### src/rtl/uart_pkg.sv
// Shared types and helpers for the parametrised UART receiver.
package uart_pkg;

    typedef enum logic [2:0] {
        S_IDLE,
        S_START,
        S_DATA,
        S_PARITY,
        S_STOP,
        S_WAIT_HI
    } uart_state_e;

    localparam int PAR_NONE = 0;
    localparam int PAR_ODD  = 1;
    localparam int PAR_EVEN = 2;

    function automatic int bps_cnt(input longint clk_fre, input longint bps);
        return int'(clk_fre / bps);
    endfunction

endpackage

### src/rtl/uart_rx_sampler.sv
// Line conditioning for the UART receiver: 2-FF synchroniser, falling-edge
// detect and a 3-point majority vote around the bit centre.
module uart_rx_sampler
    import uart_pkg::*;
#(
    parameter int CNT_W = 9,
    parameter int HALF  = 217
) (
    input  logic             i_clk,
    input  logic             i_rst,
    input  logic             i_rxd,
    input  logic [CNT_W-1:0] i_clk_cnt,
    output logic             o_rxd_s,
    output logic             o_fall,
    output logic             o_bit_val
);

    localparam logic [CNT_W-1:0] C_PRE = CNT_W'(HALF - 1);
    localparam logic [CNT_W-1:0] C_MID = CNT_W'(HALF);

    logic r_sync1;
    logic r_sync2;
    logic r_vote0;
    logic r_vote1;

    always_ff @(posedge i_clk) begin
        if (i_rst) begin
            r_sync1 <= 1'b1;
            r_sync2 <= 1'b1;
            r_vote0 <= 1'b1;
            r_vote1 <= 1'b1;
        end else begin
            r_sync1 <= i_rxd;
            r_sync2 <= r_sync1;
            if (i_clk_cnt == C_PRE) r_vote0 <= r_sync2;
            if (i_clk_cnt == C_MID) r_vote1 <= r_sync2;
        end
    end

    // Third vote is the live synchronised line, so the decision is ready at HALF+1.
    assign o_rxd_s   = r_sync2;
    assign o_fall    = r_sync2 & ~r_sync1;
    assign o_bit_val = (r_vote0 & r_vote1) | (r_vote0 & r_sync2) | (r_vote1 & r_sync2);

endmodule

### src/rtl/uart_rx_param.sv
// Parametrised UART receiver: frame FSM, parity/stop checking and a one-entry
// valid/ready holding register feeding user logic.
//
//   state     | meaning
//   S_IDLE    | line idle, waiting for a synchronised falling edge
//   S_START   | validating the start bit at its centre
//   S_DATA    | shifting in DATA_BITS samples, LSB first
//   S_PARITY  | capturing the parity bit
//   S_STOP    | checking each stop bit; last good one completes the frame
//   S_WAIT_HI | after a bad stop bit, hold off until the line returns high
module uart_rx_param
    import uart_pkg::*;
#(
    parameter int CLK_FRE   = 50_000_000,
    parameter int BPS       = 9_600,
    parameter int DATA_BITS = 8,
    parameter int PARITY    = 0,
    parameter int STOP_BITS = 1
) (
    input  logic                 sys_clk,
    input  logic                 sys_rst,
    input  logic                 uart_rxd,
    output logic [DATA_BITS-1:0] rx_data,
    output logic                 rx_valid,
    input  logic                 rx_ready,
    output logic                 parity_err,
    output logic                 frame_err,
    output logic                 overrun_err,
    output logic                 break_det
);

    localparam int BPS_CNT = bps_cnt(CLK_FRE, BPS);
    localparam int HALF    = BPS_CNT >> 1;
    localparam int CNT_W   = $clog2(BPS_CNT);
    localparam int BIT_W   = $clog2(DATA_BITS);

    localparam logic [CNT_W-1:0] C_DECIDE    = CNT_W'(HALF + 1);
    localparam logic [CNT_W-1:0] C_LAST      = CNT_W'(BPS_CNT - 1);
    localparam logic [BIT_W-1:0] C_DATA_LAST = BIT_W'(DATA_BITS - 1);
    localparam logic [BIT_W-1:0] C_STOP_LAST = BIT_W'(STOP_BITS - 1);

    if (DATA_BITS < 5 || DATA_BITS > 9) begin : g_bad_data_bits
        $error("uart_rx_param: DATA_BITS must be 5..9");
    end
    if (STOP_BITS < 1 || STOP_BITS > 2) begin : g_bad_stop_bits
        $error("uart_rx_param: STOP_BITS must be 1 or 2");
    end
    if (BPS_CNT < 8) begin : g_bad_bps_cnt
        $error("uart_rx_param: CLK_FRE/BPS must be at least 8");
    end
    if (PARITY < PAR_NONE || PARITY > PAR_EVEN) begin : g_bad_parity
        $error("uart_rx_param: PARITY must be 0, 1 or 2");
    end

    uart_state_e          r_state;
    uart_state_e          w_state_nxt;
    logic [CNT_W-1:0]     r_clk_cnt;
    logic [CNT_W-1:0]     w_clk_cnt_nxt;
    logic [BIT_W-1:0]     r_bit_cnt;
    logic [BIT_W-1:0]     w_bit_cnt_nxt;
    logic [DATA_BITS-1:0] r_shift;
    logic                 r_par_bit;
    logic [DATA_BITS-1:0] r_rx_data;
    logic                 r_rx_valid;
    logic                 r_parity_err;
    logic                 r_frame_err;
    logic                 r_overrun_err;
    logic                 r_break_det;

    logic w_rxd_s;
    logic w_fall;
    logic w_bit_val;
    logic w_at_decide;
    logic w_at_end;
    logic w_shift_en;
    logic w_par_en;
    logic w_complete;
    logic w_stop_fail;
    logic w_par_bad;
    logic w_break;
    logic w_load;

    uart_rx_sampler #(
        .CNT_W (CNT_W),
        .HALF  (HALF)
    ) u_sampler (
        .i_clk     (sys_clk),
        .i_rst     (sys_rst),
        .i_rxd     (uart_rxd),
        .i_clk_cnt (r_clk_cnt),
        .o_rxd_s   (w_rxd_s),
        .o_fall    (w_fall),
        .o_bit_val (w_bit_val)
    );

    assign w_at_decide = (r_clk_cnt == C_DECIDE);
    assign w_at_end    = (r_clk_cnt == C_LAST);

    always_comb begin
        w_state_nxt   = r_state;
        w_clk_cnt_nxt = w_at_end ? '0 : r_clk_cnt + 1'b1;
        w_bit_cnt_nxt = r_bit_cnt;
        w_shift_en    = 1'b0;
        w_par_en      = 1'b0;
        w_complete    = 1'b0;
        w_stop_fail   = 1'b0;
        unique case (r_state)
            S_IDLE: begin
                w_clk_cnt_nxt = '0;
                w_bit_cnt_nxt = '0;
                if (w_fall) w_state_nxt = S_START;
            end
            S_START: begin
                if (w_at_decide && w_bit_val) begin
                    w_state_nxt   = S_IDLE;
                    w_clk_cnt_nxt = '0;
                end else if (w_at_end) begin
                    w_state_nxt = S_DATA;
                end
            end
            S_DATA: begin
                w_shift_en = w_at_decide;
                if (w_at_end) begin
                    if (r_bit_cnt == C_DATA_LAST) begin
                        w_bit_cnt_nxt = '0;
                        w_state_nxt   = (PARITY != PAR_NONE) ? S_PARITY : S_STOP;
                    end else begin
                        w_bit_cnt_nxt = r_bit_cnt + 1'b1;
                    end
                end
            end
            S_PARITY: begin
                w_par_en = w_at_decide;
                if (w_at_end) w_state_nxt = S_STOP;
            end
            S_STOP: begin
                // Finishing at mid-stop leaves half a bit to catch an immediate start bit.
                if (w_at_decide) begin
                    if (!w_bit_val) begin
                        w_stop_fail   = 1'b1;
                        w_state_nxt   = S_WAIT_HI;
                        w_clk_cnt_nxt = '0;
                    end else if (r_bit_cnt == C_STOP_LAST) begin
                        w_complete    = 1'b1;
                        w_state_nxt   = S_IDLE;
                        w_clk_cnt_nxt = '0;
                    end
                end else if (w_at_end) begin
                    w_bit_cnt_nxt = r_bit_cnt + 1'b1;
                end
            end
            S_WAIT_HI: begin
                w_clk_cnt_nxt = '0;
                w_bit_cnt_nxt = '0;
                if (w_rxd_s) w_state_nxt = S_IDLE;
            end
            default: begin
                w_state_nxt   = S_IDLE;
                w_clk_cnt_nxt = '0;
                w_bit_cnt_nxt = '0;
            end
        endcase
    end

    // A break only counts when the very first stop bit is already low.
    assign w_par_bad = (PARITY != PAR_NONE) &&
                       (r_par_bit != (^r_shift ^ 1'(PARITY == PAR_ODD)));
    assign w_break   = (r_shift == '0) && ((PARITY == PAR_NONE) || !r_par_bit) &&
                       (r_bit_cnt == '0);
    assign w_load    = w_complete & ~w_par_bad & (~r_rx_valid | rx_ready);

    always_ff @(posedge sys_clk) begin
        if (sys_rst) begin
            r_state       <= S_IDLE;
            r_clk_cnt     <= '0;
            r_bit_cnt     <= '0;
            r_shift       <= '0;
            r_par_bit     <= 1'b0;
            r_rx_data     <= '0;
            r_rx_valid    <= 1'b0;
            r_parity_err  <= 1'b0;
            r_frame_err   <= 1'b0;
            r_overrun_err <= 1'b0;
            r_break_det   <= 1'b0;
        end else begin
            r_state       <= w_state_nxt;
            r_clk_cnt     <= w_clk_cnt_nxt;
            r_bit_cnt     <= w_bit_cnt_nxt;
            if (w_shift_en) r_shift <= {w_bit_val, r_shift[DATA_BITS-1:1]};
            if (w_par_en)   r_par_bit <= w_bit_val;
            r_parity_err  <= w_complete & w_par_bad;
            r_frame_err   <= w_stop_fail & ~w_break;
            r_break_det   <= w_stop_fail & w_break;
            r_overrun_err <= w_complete & ~w_par_bad & r_rx_valid & ~rx_ready;
            if (w_load) begin
                r_rx_data  <= r_shift;
                r_rx_valid <= 1'b1;
            end else if (r_rx_valid && rx_ready) begin
                r_rx_valid <= 1'b0;
            end
        end
    end

    assign rx_data     = r_rx_data;
    assign rx_valid    = r_rx_valid;
    assign parity_err  = r_parity_err;
    assign frame_err   = r_frame_err;
    assign overrun_err = r_overrun_err;
    assign break_det   = r_break_det;

endmodule
### config.mk
export PLATFORM = sky130hd
export DESIGN_NAME = uart_rx_param
export DESIGN_NICKNAME = d
export VERILOG_FILES = /design/src/rtl/uart_pkg.sv /design/src/rtl/uart_rx_sampler.sv /design/src/rtl/uart_rx_param.sv
export SDC_FILE = /design/constraint.sdc
export NUM_CORES = 1
export LEC_CHECK = 0
export BUFFER_PORTS_ARGS = -buffer_cell sky130_fd_sc_hd__buf_2
export CORE_UTILIZATION = 30
export DETAILED_ROUTE_END_ITERATION = 16
export HOLD_SLACK_MARGIN = 0.15
export PLACE_DENSITY_LB_ADDON = 0.2
export SETUP_SLACK_MARGIN = 0.05
export SLEW_MARGIN = 20
export SYNTH_ARGS = -nofsm -noshare
export SYNTH_HDL_FRONTEND = slang
export SYNTH_SLANG_ARGS = --single-unit
### constraint.sdc
create_clock -name sys_clk -period 2.1 [get_ports sys_clk]
set_clock_uncertainty 0.15 [all_clocks]
set_input_delay 0.42 -clock sys_clk [delete_from_list [all_inputs] [get_ports sys_clk]]
set_output_delay 0.42 -clock sys_clk [all_outputs]
set_load 0.02 [all_outputs]
== Yosys cells after proc, flatten, opt, wreduce, memory -nomap -nowiden ==
Cells that the tools add are included.

* Flip-flop bits (word level): 43
* Input bits: 4
* Output and inout port bits: 13
* Logic and storage cells: 95

* Add/sub/neg operators: 2
* Equality and inequality tests: 20
* Muxes and demuxes: 32
* Bitwise operators: 17
* Reduce and logical (&&, ||, !) cells: 11

{| class="wikitable"
|+ Operators by type and width
! kind !! count
|-
| 13-bit two-way mux || 5
|-
| 3-bit two-way mux || 14
|-
| 13-bit by 12-bit equality test with 1-bit output, second input constant || 3
|-
| 13-bit case mux with 3 select lines || 1
|-
| 3-bit case mux with 6 select lines || 1
|-
| 13-bit by 1-bit adder with 13-bit output, second input constant || 1
|-
| 13-bit equality test, second input constant || 1
|-
| 2-bit != test, second input constant || 6
|-
| 1-bit two-way mux || 10
|-
| 1-bit bitwise AND || 9
|-
| 3-bit equality test, second input constant || 3
|-
| 3-bit case mux with 3 select lines || 1
|-
| 8-bit logical NOT || 1
|-
| 8-bit AND reduction || 1
|-
| 3-bit by 2-bit equality test with 1-bit output, second input constant || 2
|-
| 3-bit logical NOT || 2
|-
| 3-bit != test, second input constant || 2
|-
| 1-bit NOT || 5
|-
| 2-bit by 1-bit != test with 1-bit output, second input constant || 2
|-
| 4-bit AND reduction || 1
|-
| 2-bit OR reduction || 2
|-
| 3-bit by 1-bit adder with 3-bit output, second input constant || 1
|-
| 3-bit by 1-bit equality test with 1-bit output, second input constant || 1
|-
| 1-bit logical AND || 3
|-
| 2 further kinds || 4
|}

== Longest topological paths before layout ==
Gate-level depths: netlist of the first run.

* Word-level depth: 8
* Mapped depth: 8
* Depth with buffers taken out: 7

== By module ==
A second synthesis of the first run with hierarchy kept.

* Cells, all modules: 218
* Area total of the unflattened synthesis: 2,057.0 um^2

{| class="wikitable"
|+ By module, submodules not included
! module !! times used !! cells each !! area each (um^2) !! sequential area each (um^2)
|-
| uart_rx_param || 1 || 198 || 1,845.5 || 780.7
|-
| uart_rx_sampler || 1 || 20 || 211.5 || 80.1
|}

== Least setup slack after synthesis of the first run ==
Ideal clock, no wire load.

* Kind: flip-flop to flip-flop
* Start: register r_clk_cnt[4]
* End: register r_rx_data[0] (netlist: rx_data[0])
* Setup time: 128 ps
* Arrival: 2,087 ps
* Data required time: 1,822 ps
* Path slack: -265 ps
* Stages on the path, launching flop included: 7
* Buffers on the path: 1
* Clock period less this slack: 2,365 ps
* Cell sequence: dfxtp_1 > or4b_4 > or4_4 > nor4b_2 > buf_4 > mux2i_1 > nor2_1

* Cells in the longest elaborated chain, start to end: 4

{| class="wikitable"
|+ RTL lines
! what !! RTL line !! RTL
|-
| start: declaration || uart_rx_param.sv:57 || <nowiki>logic [CNT_W-1:0] r_clk_cnt;</nowiki>
|-
| start signal: assignment || uart_rx_param.sv:187 || <nowiki>r_clk_cnt <= w_clk_cnt_nxt;</nowiki>
|-
| 13-bit by 12-bit equality test with 1-bit output || uart_rx_param.sv:96 || <nowiki>assign w_at_decide = (r_clk_cnt == C_DECIDE);</nowiki>
|-
| 1-bit two-way mux || uart_rx_param.sv:138 || <nowiki>if (w_at_decide) begin</nowiki>
|-
| 1-bit two-way mux || uart_rx_param.sv:107 || <nowiki>unique case (r_state)</nowiki>
|-
| 1-bit bitwise AND || uart_rx_param.sv:170 || <nowiki>assign w_load = w_complete & ~w_par_bad & (~r_rx_valid | rx_ready);</nowiki>
|-
| end signal: assignment || uart_rx_param.sv:196 || <nowiki>r_rx_data <= r_shift;</nowiki>
|-
| end: declaration || uart_rx_param.sv:63 || <nowiki>logic [DATA_BITS-1:0] r_rx_data;</nowiki>
|}

No other way between the ends.
A chain may end at the register's enable or synchronous reset.

== Worst setup path in the final report of the first run ==
* Start: register r_clk_cnt[12]
* End: register r_rx_data[7] (netlist: rx_data[7])

Same word-level chain as after synthesis.

==> flow_summary.ini, run 1 <==
[run_status]
run_status = complete, but fails checks
violations = setup timing

[timing]
rsz0062_at_grt = true
setup_viol = 41
slew_violations = 0
max_freq_ghz = 0.417
hold_viol = 0
fin_crit_sh_pct = 114
setup-tns-final_ns = -9.56
setup_ws_ns = -0.297
fin_crit_ns = 2.40

[floorplan]
io_pins = 17
die_area_um2 = 7000
placementRows = 29
core_area_um2 = 6390
fp.dieH_um = 83.7
start_util_pct = 31.3
die_width_um = 83.7

[worst_setup_path]
start_kind = flip-flop
critPathKind = reg -> reg
worstPathArrival_ns = 2.44
reg2reg_depth = 6
required_ns = 2.15
cp_max_fo = 8
regToRegSetupSlack_ns = -0.30
end_kind = flip-flop

[run]
drv_cap = 0

[detailed_routing]
drtAntennaViolNets = 0
drt_wl_total_um = 4500
drc = 0
drtIter0Drc = 124
num_vias = 1713
via_per_inst = 4.94
dr.pass1.iters = 4
routedWlPerCell_um = 13.0

[min_path]
hp-class = in -> reg
holdPathStages = 3

[cts]
cts_root_buf = clkbuf_8
cts_buffer_depth = 2
clock_sinks = 43
cts_buffers = 5
cts.clk_slew.worst_paths_ns = 0.09
cts_max_level = 2
cts_tree = yes
insertion_delay_ns = 0.30

[power]
peakVddDrop_v = 0.000463
seq_power_share_pct = 42.1
p_leak_nw = 1.17
switchingPower_mw = 0.569
pwr-share-comb_pct = 25.5
internal-power_mw = 1.47
switching_share_pct = 27.9
power_mw = 2.04
clock_power_share_pct = 32.3
p_per_area_nw_per_um2 = 760

[logic_synthesis]
syn-num-nets = 225
synthAdderAreaFrac_pct = 4.25
synth_xor_area_share_pct = 5.25
synth_edf_count = 0
synth_largest_area_cell = dfxtp_1
synth_top_family_by_area = simple AND/OR/NAND/NOR gates
syn_area_um2 = 2000
syn_area_per_cell_um2 = 9.31
synth_top_area_share_pct = 43.0
yosysWarnings = 0
yosys_register_bits = 43
synth-seq-area-share_pct = 43.0
postSynthCellCount = 215
synthArstFlopShare_pct = 0
synthMuxAreaShare_pct = 9.51
yosys.area_share.simple_pct = 24.8
synthFlopType = dfxtp_1
synthDistinctLibCells = 48
synth.area.top_cells = dfxtp_1 43%, mux2i_1 9.5%, nor2_1 6.2%
synth_compound_area_share_pct = 8.94

[grt]
grt_pass1_wl_um = 7890
grt_max_degree = 18
gr-total-overflow = 0
antenna_found_initial = 0
grt_pass1_vias = 1653
grt_usage_pct = 14.1

[layout]
layout-drive-gt1-share_pct = 31.1
syn_to_final_growth_pct = 34.0
fillers = 642
nets = 279
regArea_um2 = 863
multi_input_area_um2 = 1110
most-common-layout-cells = 41 x dfxtp_1, 32 x nor2_1, 32 x buf_4, 19 x mux2i_1, 15 x buf_2
final_cells = 347
num_antenna_cells = 0
final_common_cell = dfxtp_1

[place]
port_buffers = 15
routabilityCongestion = 0.774
hpwlAfterDp_um = 3150
dpl.cell_count = 328
-- layout make-up --
class	instances	share of cell area, %
multi-input cells	153	41.6
repair buffers	57	17.2
inverters	9	1.26
clock inverters	3	1.63
flip-flops and latches	43	32.2
clock buffers	5	2.57
well taps	77	3.59
-- sequential cells by signal, summed over array words and instances, names as in the netlist --
name / count
break_det: 1
u_sampler.r_sync1: 1
frame_err: 1
overrun_err: 1
rx_valid: 1
r_shift: 8
rx_data: 8
r_bit_cnt: 3
r_state: 3
u_sampler.r_vote1: 1
r_clk_cnt: 13
u_sampler.o_rxd_s: 1
u_sampler.r_vote0: 1
-- critical path: stages, from the launching register on --
cell and delay (ns):
dfxtp_2 0.33, or4b_4 0.55, or4_4 0.55, nor4b_2 0.23, buf_4 0.23, mux2i_1 0.21, nor2_1 0.05
-- worst paths after layout --
kind                           from           endpoint
hold reg to reg   u_sampler.r_sync1  u_sampler.o_rxd_s
hold / removal             rx_ready        overrun_err
setup / recovery      r_clk_cnt[12]         rx_data[7]
setup reg to reg      r_clk_cnt[12]         rx_data[7]
-- stage by stage --
stage / hold WS [ns] / area, um2 / setup WS, ns / utilization, %
after floorplan: 0.268 / 2010 / -0.223 / -
after CTS: 0.268 / 2620 / -0.289 / 41.0
after detailed placement: 0.294 / 2380 / -0.303 / 37.2
final: 0.280 / 2680 / -0.297 / 42.0
after global placement: 0.287 / 2380 / -0.281 / 37.2
after global routing: 0.312 / 2680 / -0.397 / 42.0
-- timing repair --
| item | CTS | global route |
|---|---|---|
| hold endpoints to repair | 1 | 0 |
| hold buffers | 1 | 0 |
| pin swaps | 5 | 13 |
| setup buffers | 6 | 3 |
| setup endpoints to repair | 40 | 41 |
| resized for setup | 11 | 8 |
| gates cloned | 1 | 0 |
-- Yosys cell counts, drive strengths merged (2+ instances only) --
| cell type | instances |
|---|---|
| buf | 3 |
| xor2 | 3 |
| clkbuf | 7 |
| dfxtp | 43 |
| nor3 | 2 |
| nor4 | 5 |
| nand3 | 5 |
| and3 | 9 |
| nand2b | 3 |
| nand4 | 6 |
| xnor2 | 9 |
| inv | 9 |
| o21ai | 2 |
| a2bb2oi | 2 |
| nand2 | 7 |
| or3 | 2 |
| mux2i | 19 |
| a21oi | 6 |
| a41o | 2 |
| or4 | 3 |
| nor2 | 33 |
| or2 | 3 |
| a211oi | 2 |
| nor2b | 4 |
| ha | 6 |
-- metal layers --
layer,share of wire [%],GRT usage [%],vias to the layer above
met5,0,0,-
met4,2.5,5.08,0
met3,3.7,2.97,9
met2,44,21.9,41
met1,50,19.3,797
li1,-,-,866
-- cells by family (layout without fill, tap and decap cells) --
logic type,Yosys count,count (layout)
compound gates,24,24
xor+xnor,12,12
fa+ha+maj,7,7
buf+inv,19,74
flops,43,43
mux,19,19
other cells,1,1
simple gates,90,90
-- power by group through the flow --
stage               combinational, mW  sequential, mW  clock, mW
finish                          0.520           0.859      0.659
global route                    0.562           0.862      0.717
CTS                             0.480           0.859      0.690
detailed placement              0.389           0.878          0
global placement                0.391           0.877          0
floorplan                       0.232           0.868          0
Note: power is estimated with default switching activity, not from simulation.
==> inputs of run 2 (changes only) <==
--- a/config.mk
+++ b/config.mk
@@ -6,6 +6,7 @@
 export NUM_CORES = 1
 export LEC_CHECK = 0
 export BUFFER_PORTS_ARGS = -buffer_cell sky130_fd_sc_hd__buf_2
+export CORE_MARGIN = 5
 export CORE_UTILIZATION = 30
 export DETAILED_ROUTE_END_ITERATION = 16
 export HOLD_SLACK_MARGIN = 0.15
==> run 2 against run 1 <==
  * The flow still finishes with violations (setup timing)
  * Flip-flop and latch count stayed put
  * Sequential share of layout area increased by 0.23 points
  * Worst hold slack gained 0.032 ns
  * First-iteration DRC count decreased by 36%
  * Sequential power barely moved
  * Core utilization shrank 0.59 points
  * Wire length is 0.38% higher
  * Via count fell by 4.0%
  * Total power is 8.5% lower
  * Final cell count decreased by 0.58%
  * Worst setup slack improved by 0.0031 ns
  * Largest power group unchanged
==> flow_summary.ini, run 2 (synthesis results as in run 1) <==
[timing]
setup_ws_ns = -0.294
setup-tns-final_ns = -9.06
fin_crit_ns = 2.39
fin_crit_sh_pct = 114
rsz0062_at_grt = true
setup_viol = 40
max_freq_ghz = 0.418
hold_viol = 0
slew_violations = 0

[cts]
cts_max_level = 2
insertion_delay_ns = 0.30
cts_buffer_depth = 2
cts_tree = yes
cts_buffers = 5
cts_root_buf = clkbuf_8
clock_sinks = 43
cts.clk_slew.worst_paths_ns = 0.09

[floorplan]
core_area_um2 = 6420
die_area_um2 = 8400
start_util_pct = 31.2
io_pins = 17
die_width_um = 91.7
fp.dieH_um = 91.7
placementRows = 29

[layout]
syn_to_final_growth_pct = 32.8
largest_register = r_clk_cnt
num_antenna_cells = 0
layout-drive-gt1-share_pct = 32.1
fillers = 640
utilization_pct = 41.4
nets = 277
most-common-layout-cells = 42 x dfxtp_1, 33 x buf_4, 31 x nor2_1, 19 x mux2i_1, 15 x buf_2
final_common_cell = dfxtp_1
largest_reg_flops = 13

[detailed_routing]
wl_met1_um = 2360
drc = 0
wl_met3_um = 150
topRoutingLayerUsed = met4
routedWlPerCell_um = 13.1
drtIter0Drc = 79
drt_wl_total_um = 4520
via_per_inst = 4.77
dr.pass1.iters = 4
num_vias = 1644
drtAntennaViolNets = 0
met2_length_um = 1950

[worst_setup_path]
rr_startpoint = r_clk_cnt[12]
start_kind = flip-flop
worstPathArrival_ns = 2.48
end_kind = flip-flop
crit_start = r_clk_cnt[12]
critPathKind = reg -> reg
required_ns = 2.19
cp_max_fo = 3
reg2reg_depth = 5

[grt]
gr-total-overflow = 0
grt_pass1_wl_um = 7570
grt_max_degree = 19
antenna_found_initial = 0
grt_usage_pct = 11.0
grt_pass1_vias = 1546

[power]
clock_power_share_pct = 28.8
peakVddDrop_v = 0.000265
pwr-share-comb_pct = 25.0
seq_power_share_pct = 46.1
p_per_area_nw_per_um2 = 701
internal-power_mw = 1.31
p_leak_nw = 1.15
switchingPower_mw = 0.553
power_mw = 1.86
switching_share_pct = 29.7

[min_path]
holdCritStartpoint = u_sampler.r_sync1
hp-class = reg -> reg
holdPathStages = 1

[place]
routabilityCongestion = 0.791
hpwlAfterDp_um = 3230
port_buffers = 15

[run_status]
violations = setup timing
run_status = complete, but fails checks

[run]
drv_cap = 0
[run 2: cell types whose count changed in the layout (fill, tap and decap cells not counted), moves of 2 or more]
cell	before	now
a21oi_2	2	4
a21oi_1	4	2
buf_6	6	3
clkinvlp_4	0	2
[run 2: power groups by stage]
stage,clock network [mW],logic [mW],registers (mW)
final,0.538,0.467,0.860
after global routing,0.598,0.506,0.865
after CTS,0.563,0.424,0.860
after detailed placement,0,0.401,0.879
after global placement,0,0.404,0.879
after floorplan,0,0.232,0.868
[run 2: cell type report]
cell class / count / area [um2] / area share [%]
clock buffers: 5 / 68.8 / 2.59
flip-flops and latches: 43 / 862 / 32.4
clock inverters: 3 / 23.8 / 0.895
repair buffers: 55 / 432 / 16.2
inverters: 9 / 33.8 / 1.27
well taps: 77 / 96.3 / 3.63
multi-input cells: 153 / 1140 / 42.9
[run 2: final timing paths]
path	slack (ns)	to
min	0.31	u_sampler.o_rxd_s
max reg2reg	-0.29	frame_err
min reg2reg	0.31	u_sampler.o_rxd_s
max	-0.29	frame_err
[run 2: metrics by stage]
step,std cells,area [um2],worst slack (ns),hold WS (ns)
2_1_floorplan,215,2010,-0.223,0.268
3_3_place_gp,331,2410,-0.271,0.283
3_5_place_dp,331,2410,-0.318,0.286
4_1_cts,343,2580,-0.304,0.288
5_1_grt,345,2660,-0.382,0.329
6_report,345,2660,-0.294,0.311
[run 2: timing repair]
action	in CTS	in global routing
hold endpoints to repair	1	0
setup buffers	3	2
pin swaps	3	1
endpoints found under the setup margin	39	41
hold buffers	1	0
gates resized for setup	9	12
gates cloned	0	1
[run 2: worst max-delay path: stages, from the launching register on]
cell and delay (ns):
dfxtp_2 0.33, or4b_4 0.53, or4_4 0.56, buf_4 0.17
or4_4 0.49, nor2b_2 0.11
[run 2: metal layers]
metal / up-vias / global-route usage (%)
li1: 865 / -
met1: 747 / 15.3
met2: 27 / 16.6
met3: 5 / 2.37
met4: 0 / 4.15
met5: - / 0
